[config.mk]
export PLATFORM = sky130hd
export DESIGN_NAME = serial_to_parallel_flat
export DESIGN_NICKNAME = d
export VERILOG_FILES = /design/src/rtl/serial_to_parallel_pkg.sv /design/src/rtl/serial_to_parallel_if.sv /design/src/rtl/serial_to_parallel_out_buf.sv /design/src/rtl/serial_to_parallel.sv /design/src/flat_wrapper.sv
export SDC_FILE = /design/constraint.sdc
export NUM_CORES = 1
export LEC_CHECK = 0
export CAP_MARGIN = 20
export CORE_AREA = 2 2 39 41
export CTS_CLUSTER_DIAMETER = 150
export DETAILED_ROUTE_END_ITERATION = 8
export DIE_AREA = 0 0 41 43
export GPL_TIMING_DRIVEN = 1
export PLACE_DENSITY = 0.72
export SYNTH_ARGS = -nofsm -noshare
export SYNTH_HDL_FRONTEND = slang
export SYNTH_SLANG_ARGS = --single-unit
[constraint.sdc]
create_clock -name clk -period 2.71 [get_ports clk]
set_input_delay 0.271 -clock clk [delete_from_list [all_inputs] [get_ports clk]]
set_output_delay 0.271 -clock clk [all_outputs]
set_load 0.02 [all_outputs]
[src/rtl/serial_to_parallel_pkg.sv]
// Shared types and defaults for the serial-to-parallel deserializer.
package sp_pkg;

  typedef enum logic {
    IDLE,
    SHIFT
  } sp_state_t;

  localparam int unsigned DEFAULT_DATA_W = 4;

endpackage

[src/rtl/serial_to_parallel_if.sv]
// Serial input side plus the word-level valid/ready output of the deserializer.
interface serial_to_parallel_if
  import sp_pkg::*;
#(
  parameter int unsigned DATA_W = DEFAULT_DATA_W
);

  logic              serial_i;
  logic              valid_i;
  logic [DATA_W-1:0] parallel_o;
  logic              valid_o;
  logic              ready_i;
  logic              busy_o;
  logic              overrun_o;

  // Producer/consumer view (drives serial bits and ready).
  modport master (
    output serial_i,
    output valid_i,
    output ready_i,
    input  parallel_o,
    input  valid_o,
    input  busy_o,
    input  overrun_o
  );

  // Deserializer view.
  modport slave (
    input  serial_i,
    input  valid_i,
    input  ready_i,
    output parallel_o,
    output valid_o,
    output busy_o,
    output overrun_o
  );

endinterface

[src/rtl/serial_to_parallel_out_buf.sv]
// One-entry valid/ready holding register; flags a sticky overrun when a
// completed word arrives while an unconsumed word is still held.
module sp_out_buf
  import sp_pkg::*;
#(
  parameter int unsigned DATA_W = DEFAULT_DATA_W
) (
  input  logic              clk,
  input  logic              reset,
  input  logic              load_i,
  input  logic [DATA_W-1:0] word_i,
  input  logic              ready_i,
  output logic [DATA_W-1:0] parallel_o,
  output logic              valid_o,
  output logic              overrun_o
);

  logic [DATA_W-1:0] data_q, data_d;
  logic              valid_q, valid_d;
  logic              overrun_q, overrun_d;

  // Next-state: load on free or draining slot, drop and flag otherwise.
  always_comb begin
    data_d    = data_q;
    valid_d   = valid_q;
    overrun_d = overrun_q;
    if (load_i) begin
      if (!valid_q || ready_i) begin
        data_d  = word_i;
        valid_d = 1'b1;
      end else begin
        overrun_d = 1'b1;
      end
    end else if (valid_q && ready_i) begin
      valid_d = 1'b0;
    end
  end

  // Holding register with synchronous reset.
  always_ff @(posedge clk) begin
    if (reset) begin
      data_q    <= '0;
      valid_q   <= 1'b0;
      overrun_q <= 1'b0;
    end else begin
      data_q    <= data_d;
      valid_q   <= valid_d;
      overrun_q <= overrun_d;
    end
  end

  assign parallel_o = data_q;
  assign valid_o    = valid_q;
  assign overrun_o  = overrun_q;

endmodule

[src/rtl/serial_to_parallel.sv]
// Reassembles an LSB-first serial bit stream into DATA_W-bit words.
module serial_to_parallel
  import sp_pkg::*;
#(
  parameter int unsigned DATA_W = DEFAULT_DATA_W
) (
  input logic                 clk,
  input logic                 reset,
  serial_to_parallel_if.slave bus
);

  localparam int unsigned CntW = $clog2(DATA_W + 1);
  localparam logic [CntW-1:0] LastCnt = CntW'(DATA_W - 1);

  sp_state_t         state_q, state_d;
  logic [CntW-1:0]   cnt_q, cnt_d;
  // The oldest bit of a DATA_W-wide shifter would be shifted out unread, so
  // only the DATA_W-1 most recent bits are kept.
  logic [DATA_W-2:0] shift_q, shift_d;
  logic [DATA_W-1:0] word;
  logic              load;

  assign word = {bus.serial_i, shift_q};

  // Next-state: shift on each valid bit, complete on the DATA_W-th.
  always_comb begin
    state_d = state_q;
    cnt_d   = cnt_q;
    shift_d = shift_q;
    load    = 1'b0;
    unique case (state_q)
      IDLE: begin
        if (bus.valid_i) begin
          shift_d = word[DATA_W-1:1];
          cnt_d   = CntW'(1);
          state_d = SHIFT;
        end
      end
      SHIFT: begin
        if (bus.valid_i) begin
          shift_d = word[DATA_W-1:1];
          if (cnt_q == LastCnt) begin
            cnt_d   = '0;
            state_d = IDLE;
            load    = 1'b1;
          end else begin
            cnt_d = cnt_q + CntW'(1);
          end
        end
      end
      default: state_d = IDLE;
    endcase
  end

  // State, counter and shifter registers.
  always_ff @(posedge clk) begin
    if (reset) begin
      state_q <= IDLE;
      cnt_q   <= '0;
      shift_q <= '0;
    end else begin
      state_q <= state_d;
      cnt_q   <= cnt_d;
      shift_q <= shift_d;
    end
  end

  assign bus.busy_o = (cnt_q != '0);

  sp_out_buf #(
    .DATA_W (DATA_W)
  ) u_out_buf (
    .clk        (clk),
    .reset      (reset),
    .load_i     (load),
    .word_i     (word),
    .ready_i    (bus.ready_i),
    .parallel_o (bus.parallel_o),
    .valid_o    (bus.valid_o),
    .overrun_o  (bus.overrun_o)
  );

endmodule

[src/flat_wrapper.sv]
// flat-port wrapper written by rule: the top's interface ports become plain ports
module serial_to_parallel_flat import sp_pkg::*;
#(
  parameter int unsigned DATA_W = DEFAULT_DATA_W
)
  (clk, reset, bus_serial_i, bus_valid_i, bus_ready_i, bus_parallel_o, bus_valid_o, bus_busy_o, bus_overrun_o);
  serial_to_parallel_if #(.DATA_W(DATA_W)) bus_i ();
  input logic clk;
  input logic reset;
  input wire logic [$bits(bus_i.serial_i)-1:0] bus_serial_i;
  input wire logic [$bits(bus_i.valid_i)-1:0] bus_valid_i;
  input wire logic [$bits(bus_i.ready_i)-1:0] bus_ready_i;
  output wire logic [$bits(bus_i.parallel_o)-1:0] bus_parallel_o;
  output wire logic [$bits(bus_i.valid_o)-1:0] bus_valid_o;
  output wire logic [$bits(bus_i.busy_o)-1:0] bus_busy_o;
  output wire logic [$bits(bus_i.overrun_o)-1:0] bus_overrun_o;
  assign bus_i.serial_i = bus_serial_i;
  assign bus_i.valid_i = bus_valid_i;
  assign bus_i.ready_i = bus_ready_i;
  assign bus_parallel_o = bus_i.parallel_o;
  assign bus_valid_o = bus_i.valid_o;
  assign bus_busy_o = bus_i.busy_o;
  assign bus_overrun_o = bus_i.overrun_o;
  serial_to_parallel #(.DATA_W(DATA_W)) u_core (.clk(clk), .reset(reset), .bus(bus_i));
endmodule
==> key figures, run 1 <==
Outcome
  • Status: finished clean

Synthesis
  • Synth area leader: dfxtp_1
  • Post-Syn Area: 541 µm²
  • Avg Cell Area, Syn: 9.16 µm²
  • Top FF cell, synth: dfxtp_1
  • Netlist cell types: 19
  • Seq cells post-synth: 13
  • Top cell type's share of synthesized area: between 40% and 50%
  • Top cells by area, synth: dfxtp_1, a21oi_1, mux2i_1
  • Sequential area share after synthesis: between 40% and 50%
  • Asr flop ratio synth: 0%
  • Cells after Synth: 59
  • Synth warn: 0
  • Post-Syn Nets: 66
  • EDFF count, synth: 0

Floorplan
  • Total core area: between 1000 and 1500 µm²
  • Die Span X: about 41 µm
  • Die Footprint: roughly 1800 µm²
  • I/O Pins: 12
  • Die Y: between 40 and 50 µm
  • Starting Density: approximately 39%
  • Rows: 14

Setup path
  • Type of destination of the critical path: output port
  • Crit path largest cell delay: 590 ps
  • Crit path cell chain: inv_1 -> ha_1 -> nand2b_1 -> clkdlybuf4s50_1
  • Critical-path maximum fanout: 3
  • Startpoint Class: register
  • Crit path kind: register to output port
  • CP Data Required Time: 2440 ps
  • Slowest cell on crit path: clkdlybuf4s50_1
  • Data arrival, critical path: 1560 ps

Timing
  • Part of the cycle the worst path needs: between 60% and 70%
  • Final Hold Fails: 0
  • FMAX: roughly 550 MHz
  • Unrepaired setup endpoints after global routing: false
  • Worst slew pin tran: 533 ps
  • Clock skew: between 3 and 4 ps
  • Slew HR: about 64%
  • Post-Route Setup TNS: 0 ps
  • Slew Viols, Final: 0
  • Post-route minimum period: ~1800 ps
  • # setup viols final: 0
  • PnR worst setup slack: 881 ps

Placement
  • Post-place setup slack: 1020 ps
  • IO buf count: 11
  • Global placement routability congestion: roughly 0.66
  • Post-DP Area: 648 µm²
  • Hpwl dp: between 700 and 800 µm

GRT
  • All-Layer GR Usage: between 10% and 20%
  • Grt total ovfl: 0
  • First-pass GRT wire length: roughly 1.5 mm
  • Vias in the first global route: between 300 and 400
  • Largest net degree at the start of global routing: 14
  • Initial antenna violation count: 0

Power
  • Leak: 0.255 nW
  • Pwr Density: about 510 nW/µm²
  • Peak VDD IR: 0.193 mV

Final layout
  • Leading cell types in the layout, fill and taps excluded: dfxtp_1, clkdlybuf4s50_1, nor2_1, a21oi_1, o21ai_0
  • Finished Core Util: about half
  • Most common cell after layout, fill and taps aside: dfxtp_1
  • Share of post-route cells with drive strength above 1: under 10%
  • Design Area, Final: around 670 µm²
  • ANT cells: 0
  • Fin nets: a little under 80
  • Area growth syn-to-layout: 24.8%

Clocking
  • Clock buffer depth: 2
  • CTS tree: yes
  • TritonCTS Buffers: 3
  • Htree depth: 1
  • Setup Fix Bufs, Post-CTS: 0
  • CTS Root Cell: clkbuf_4
  • Clock Latency Late Sink: approximately 270 ps
  • TritonCTS Sinks: 13
  • CTS Hold Bufs: 0
  • PostCTS Resize Cnt: 0
  • Reg clk slew, reported paths: ~80 ps

Detailed routing
  • Post-route ant nets: 0
  • Final wirelength: slightly below 1 mm
  • Vias: around 420
  • Number of remaining DRC errors: 0
  • Vias/cell: between 4 and 5
  • Drt wl/cell: about 11 µm
  • Initial DRC count: 4
  • Pre-Repair DR Iteration Count: 4

Worst hold path
  • Min-delay worst type: register to register

Run
  • Max-cap violations: 0
==> synth_stat cells (2+ instances only) <==
cell type  instances
a21oi_1            7
buf_4              2
dfxtp_1           13
ha_1               2
inv_1              3
mux2i_1            3
nand2b_1           3
nand3b_1           4
nor2_1             8
o21ai_0            5
==> cell type report <==
class,instances,area (µm²)
flip-flops and latches,13,260
clock buffers,4,26.3
repair buffers,11,110
well taps,16,20.0
fillers,135,709
inverters,3,11.3
multi-input cells,39,246
==> power breakdown <==
| group | switching [mW] | internal [mW] |
|---|---|---|
| clock | 0.0604 | 0.0570 |
| combinational | 0.0134 | 0.0136 |
| sequential | 0.00383 | 0.195 |
==> metal layers <==
metal  up-vias  wire, µm  GRT usage [%]  part of all wire [%]
met4         0         0           8.00                     0
met2         9       480           18.4                    49
met5         -         0              0                     0
li1        225         -              -                     -
met3         0        21           1.57                   2.2
met1       188       472           15.7                    49
==> cells by family after synthesis <==
logic type | Yosys count | synth area share [%]
buffers and inverters | 7 | 6.25
flip-flops | 13 | 48.1
AO/OA/AOI/OAI | 13 | 12.5
AND/OR/NAND/NOR | 21 | 22.9
adder cells (fa/ha/maj) | 2 | 4.63
multiplexers | 3 | 5.56
==> registers in the layout, indices dropped and copies added (netlist names) <==
| name | cells |
|---|---|
| u_core.u_out_buf.parallel_o | 4 |
| u_core.cnt_q | 3 |
| u_core.shift_q | 3 |
| u_core.state_q | 1 |
| u_core.u_out_buf.overrun_o | 1 |
| u_core.u_out_buf.valid_o | 1 |
==> metrics by stage <==
stage | instances | hold slack, ps | power [mW]
CTS | 86 | 485 | 0.346
finish | 86 | 478 | 0.343
floorplan | 59 | 344 | 0.219
global placement | 82 | 465 | 0.230
detailed placement | 82 | 469 | 0.231
global route | 86 | 508 | 0.354
==> path summary, 6_finish.rpt <==
kind                                  start                             end  slack [ps]  depth (start not counted)
max                         u_core.cnt_q[0]                      bus_busy_o         880                          4
min          u_core.u_out_buf.parallel_o[1]  u_core.u_out_buf.parallel_o[1]         480                          2
max reg2reg                 u_core.cnt_q[0]  u_core.u_out_buf.parallel_o[1]        1420                          4
min reg2reg  u_core.u_out_buf.parallel_o[1]  u_core.u_out_buf.parallel_o[1]         480                          2
==> worst max-delay path: cells and delay by family, from the launching register on <==
kind,cells,cell delay [ps]
simple gates,1,60
fa+ha+maj,1,200
buf+inv,2,660
flops,1,360
Power figures use the tool's default switching activity.
==> run 2, diff against run 1 <==
==> constraint.sdc (replaced) <==
create_clock -name clk -period 1.8 [get_ports clk]
set_input_delay 0.18 -clock clk [delete_from_list [all_inputs] [get_ports clk]]
set_output_delay 0.18 -clock clk [all_outputs]
set_load 0.02 [all_outputs]
==> run 2 against run 1 <==
Effect of this change: cell count up 1.2%; clock power rose by 48%; sequential power is 51% higher; die area did not move; largest cell class unchanged.
==> key figures, run 2 (synthesis gave the netlist of run 1 again) <==
Timing
  • Worst slew pin tran: 490 ps (-43.1 ps)
  • Post-route minimum period: about 1700 ps
  • Post-Route Setup TNS: 0 ps (unchanged)
  • Slew Viols, Final: 0 (unchanged)
  • Slew HR: 67.3% (+2.9 points)
  • Clock skew: 0.795 ps (-2.92 ps)
  • Hold Slack: 480 ps (+1.67 ps)
  • # setup viols final: 0 (unchanged)
  • FMAX: 580 MHz
  • Final Hold Fails: 0 (unchanged)
  • Unrepaired setup endpoints after global routing: false
  • Part of the cycle the worst path needs: a little over nine tenths

Clocking
  • Htree depth: 1 (unchanged)
  • Setup Fix Bufs, Post-CTS: 0 (unchanged)
  • TritonCTS Sinks: 13 (unchanged)
  • CTS Hold Bufs: 0 (unchanged)
  • CTS Root Cell: clkbuf_4
  • Clock buffer depth: 2 (unchanged)
  • PostCTS Resize Cnt: 0 (unchanged)
  • CTS tree: yes
  • Clock Latency Late Sink: 270 ps (about the same)
  • Reg clk slew, reported paths: 70 ps (about the same)
  • TritonCTS Buffers: 3 (unchanged)

Final layout
  • ANT cells: 0 (unchanged)
  • Area growth syn-to-layout: 26.2%
  • Most common cell after layout, fill and taps aside: dfxtp_1
  • # fillers: 140 (+3.7%)
  • Largest register FFs: 4 (unchanged)
  • Fin nets: 79 (+1.3%)
  • Share of post-route cells with drive strength above 1: 5.63% (+1.3 points)
  • Finished Core Util: 49.3% (+0.54 points)
  • Leading cell types in the layout, fill and taps excluded: dfxtp_1, clkdlybuf4s50_1, nor2_1, a21oi_1, o21ai_0

Setup path
  • Data arrival, critical path: 1550 ps (about the same)
  • CP Data Required Time: 1620 ps (-820 ps)
  • Startpoint Class: register
  • Crit path kind: register to output port
  • Reg2reg setup slack: 550 ps (-870 ps)
  • R2R cell count: 4 (unchanged)
  • R2R Path Start: u_core.cnt_q[0]
  • Reg2reg end: u_core.u_out_buf.parallel_o[2]
  • Type of destination of the critical path: output port
  • Critical-path maximum fanout: 3 (unchanged)

Power
  • Int Pwr: 0.401 mW (+51%)
  • Share of power burned in registers: 58.2% (+0.2 points)
  • Leak: 0.260 nW (+1.9%)
  • Psw: 0.113 mW (+46%)
  • Switching Fraction: 22.0% (-0.58 points)
  • Clock power frac: 33.6% (-0.6 points)
  • Pwr Density: 755 nW/µm² (+48%)
  • Combinational share of power: 8.2% (+0.3 points)
  • Peak VDD IR: 0.419 mV (+120%)

Worst hold path
  • Hold Crit Endpoint: u_core.u_out_buf.overrun_o
  • Min-delay worst type: register to register
  • Hold Crit Depth: 2 (unchanged)
  • Hold path start: u_core.u_out_buf.overrun_o

Detailed routing
  • Number of remaining DRC errors: 0 (unchanged)
  • Initial DRC count: 12 (+8)
  • Post-route ant nets: 0 (unchanged)
  • Vias/cell: 4.92 (+0.26%)
  • Drt wl/cell: 10.6 µm (-6.7%)
  • Vias: 428 (+1.4%)
  • Pre-Repair DR Iteration Count: 7 (+3)
  • Final wirelength: 918 µm (-5.7%)

Placement
  • Global placement routability congestion: 0.702 (+5.9%)
  • IO buf count: 11 (unchanged)
  • Hpwl dp: 713 µm (+0.66%)

GRT
  • Vias in the first global route: 400 (+5.5%)
  • Largest net degree at the start of global routing: 14 (unchanged)
  • First-pass GRT wire length: 1.53 mm (+2.8%)
  • Initial antenna violation count: 0 (unchanged)
  • All-Layer GR Usage: 13.0% (+0.73 points)
  • Grt total ovfl: 0 (unchanged)

Floorplan
  • Die Footprint: 1760 µm² (unchanged)
  • Total core area: 1380 µm² (unchanged)
  • I/O Pins: 12 (unchanged)
  • Die Span X: 41 µm (unchanged)
  • Rows: 14 (unchanged)
  • Die Y: 43 µm (unchanged)
  • Starting Density: 39.1% (unchanged)

Outcome
  • Status: finished clean

Run
  • Max-cap violations: 0 (unchanged)
## run 2: stage by stage
| stage | cell area, µm² | cells | power (mW) | setup slack, ps |
|---|---|---|---|---|
| floorplan | 541 | 59 | 0.330 | 664 |
| global placement | 656 | 83 | 0.348 | 377 |
| detailed placement | 656 | 83 | 0.349 | 342 |
| CTS | 682 | 87 | 0.521 | 60.5 |
| global route | 682 | 87 | 0.536 | 8.56 |
| finish | 682 | 87 | 0.515 | 74.8 |
## run 2: power by group through the flow
| stage | Combinational (mW) | Clock, mW | Sequential (mW) |
|---|---|---|---|
| after global placement | 0.0419 | 0 | 0.306 |
| after floorplan | 0.0246 | 0 | 0.305 |
| after CTS | 0.0425 | 0.179 | 0.300 |
| after detailed placement | 0.0422 | 0 | 0.306 |
| after global routing | 0.0464 | 0.189 | 0.301 |
| final | 0.0422 | 0.173 | 0.300 |
## run 2: worst max-delay path, stage by stage, from the launching register on
cell and delay [ps]:
dfxtp_1 360, inv_1 70, ha_1 190, nand2b_1 60
clkdlybuf4s50_1 600
## run 2: layout make-up
class | instances | area [µm²] | area share [%]
Clock buffer | 4 | 26.3 | 3.85
Inverter | 3 | 11.3 | 1.65
Multi-Input combinational cell | 39 | 246 | 36.1
Sequential cell | 13 | 260 | 38.2
Tap cell | 16 | 20.0 | 2.94
Timing Repair Buffer | 12 | 118 | 17.2
## run 2: layer usage
| metal | up-vias | wire length (µm) | track usage [%] |
|---|---|---|---|
| li1 | 227 | - | - |
| met1 | 192 | 447 | 16.1 |
| met2 | 7 | 439 | 18.4 |
| met4 | 0 | 13 | 10.0 |
| met5 | - | 0 | 0 |
| met3 | 2 | 17 | 3.14 |
## run 2: how the worst max path moves through the flow
stage / slack (ps) / start / end
6_report: 70 / u_core.cnt_q[0] / bus_busy_o
3_5_place_dp: 340 / bus_valid_i / u_core.u_out_buf.parallel_o[0]
5_1_grt: 9 / u_core.cnt_q[0] / bus_busy_o
2_1_floorplan: 660 / u_core.cnt_q[0] / u_core.u_out_buf.overrun_o
4_1_cts: 60 / u_core.cnt_q[0] / bus_busy_o
3_3_place_gp: 380 / u_core.cnt_q[0] / bus_busy_o
==> run 3, diff against run 2 <==
--- a/config.mk
+++ b/config.mk
@@ -12,6 +12,7 @@
 export DIE_AREA = 0 0 41 43
 export GPL_TIMING_DRIVEN = 1
 export PLACE_DENSITY = 0.72
+export SKIP_CTS_REPAIR_TIMING = 1
 export SYNTH_ARGS = -nofsm -noshare
 export SYNTH_HDL_FRONTEND = slang
 export SYNTH_SLANG_ARGS = --single-unit
==> results of run 3 <==
No change in the layout: final DEF, timing and power equal those of run 2.
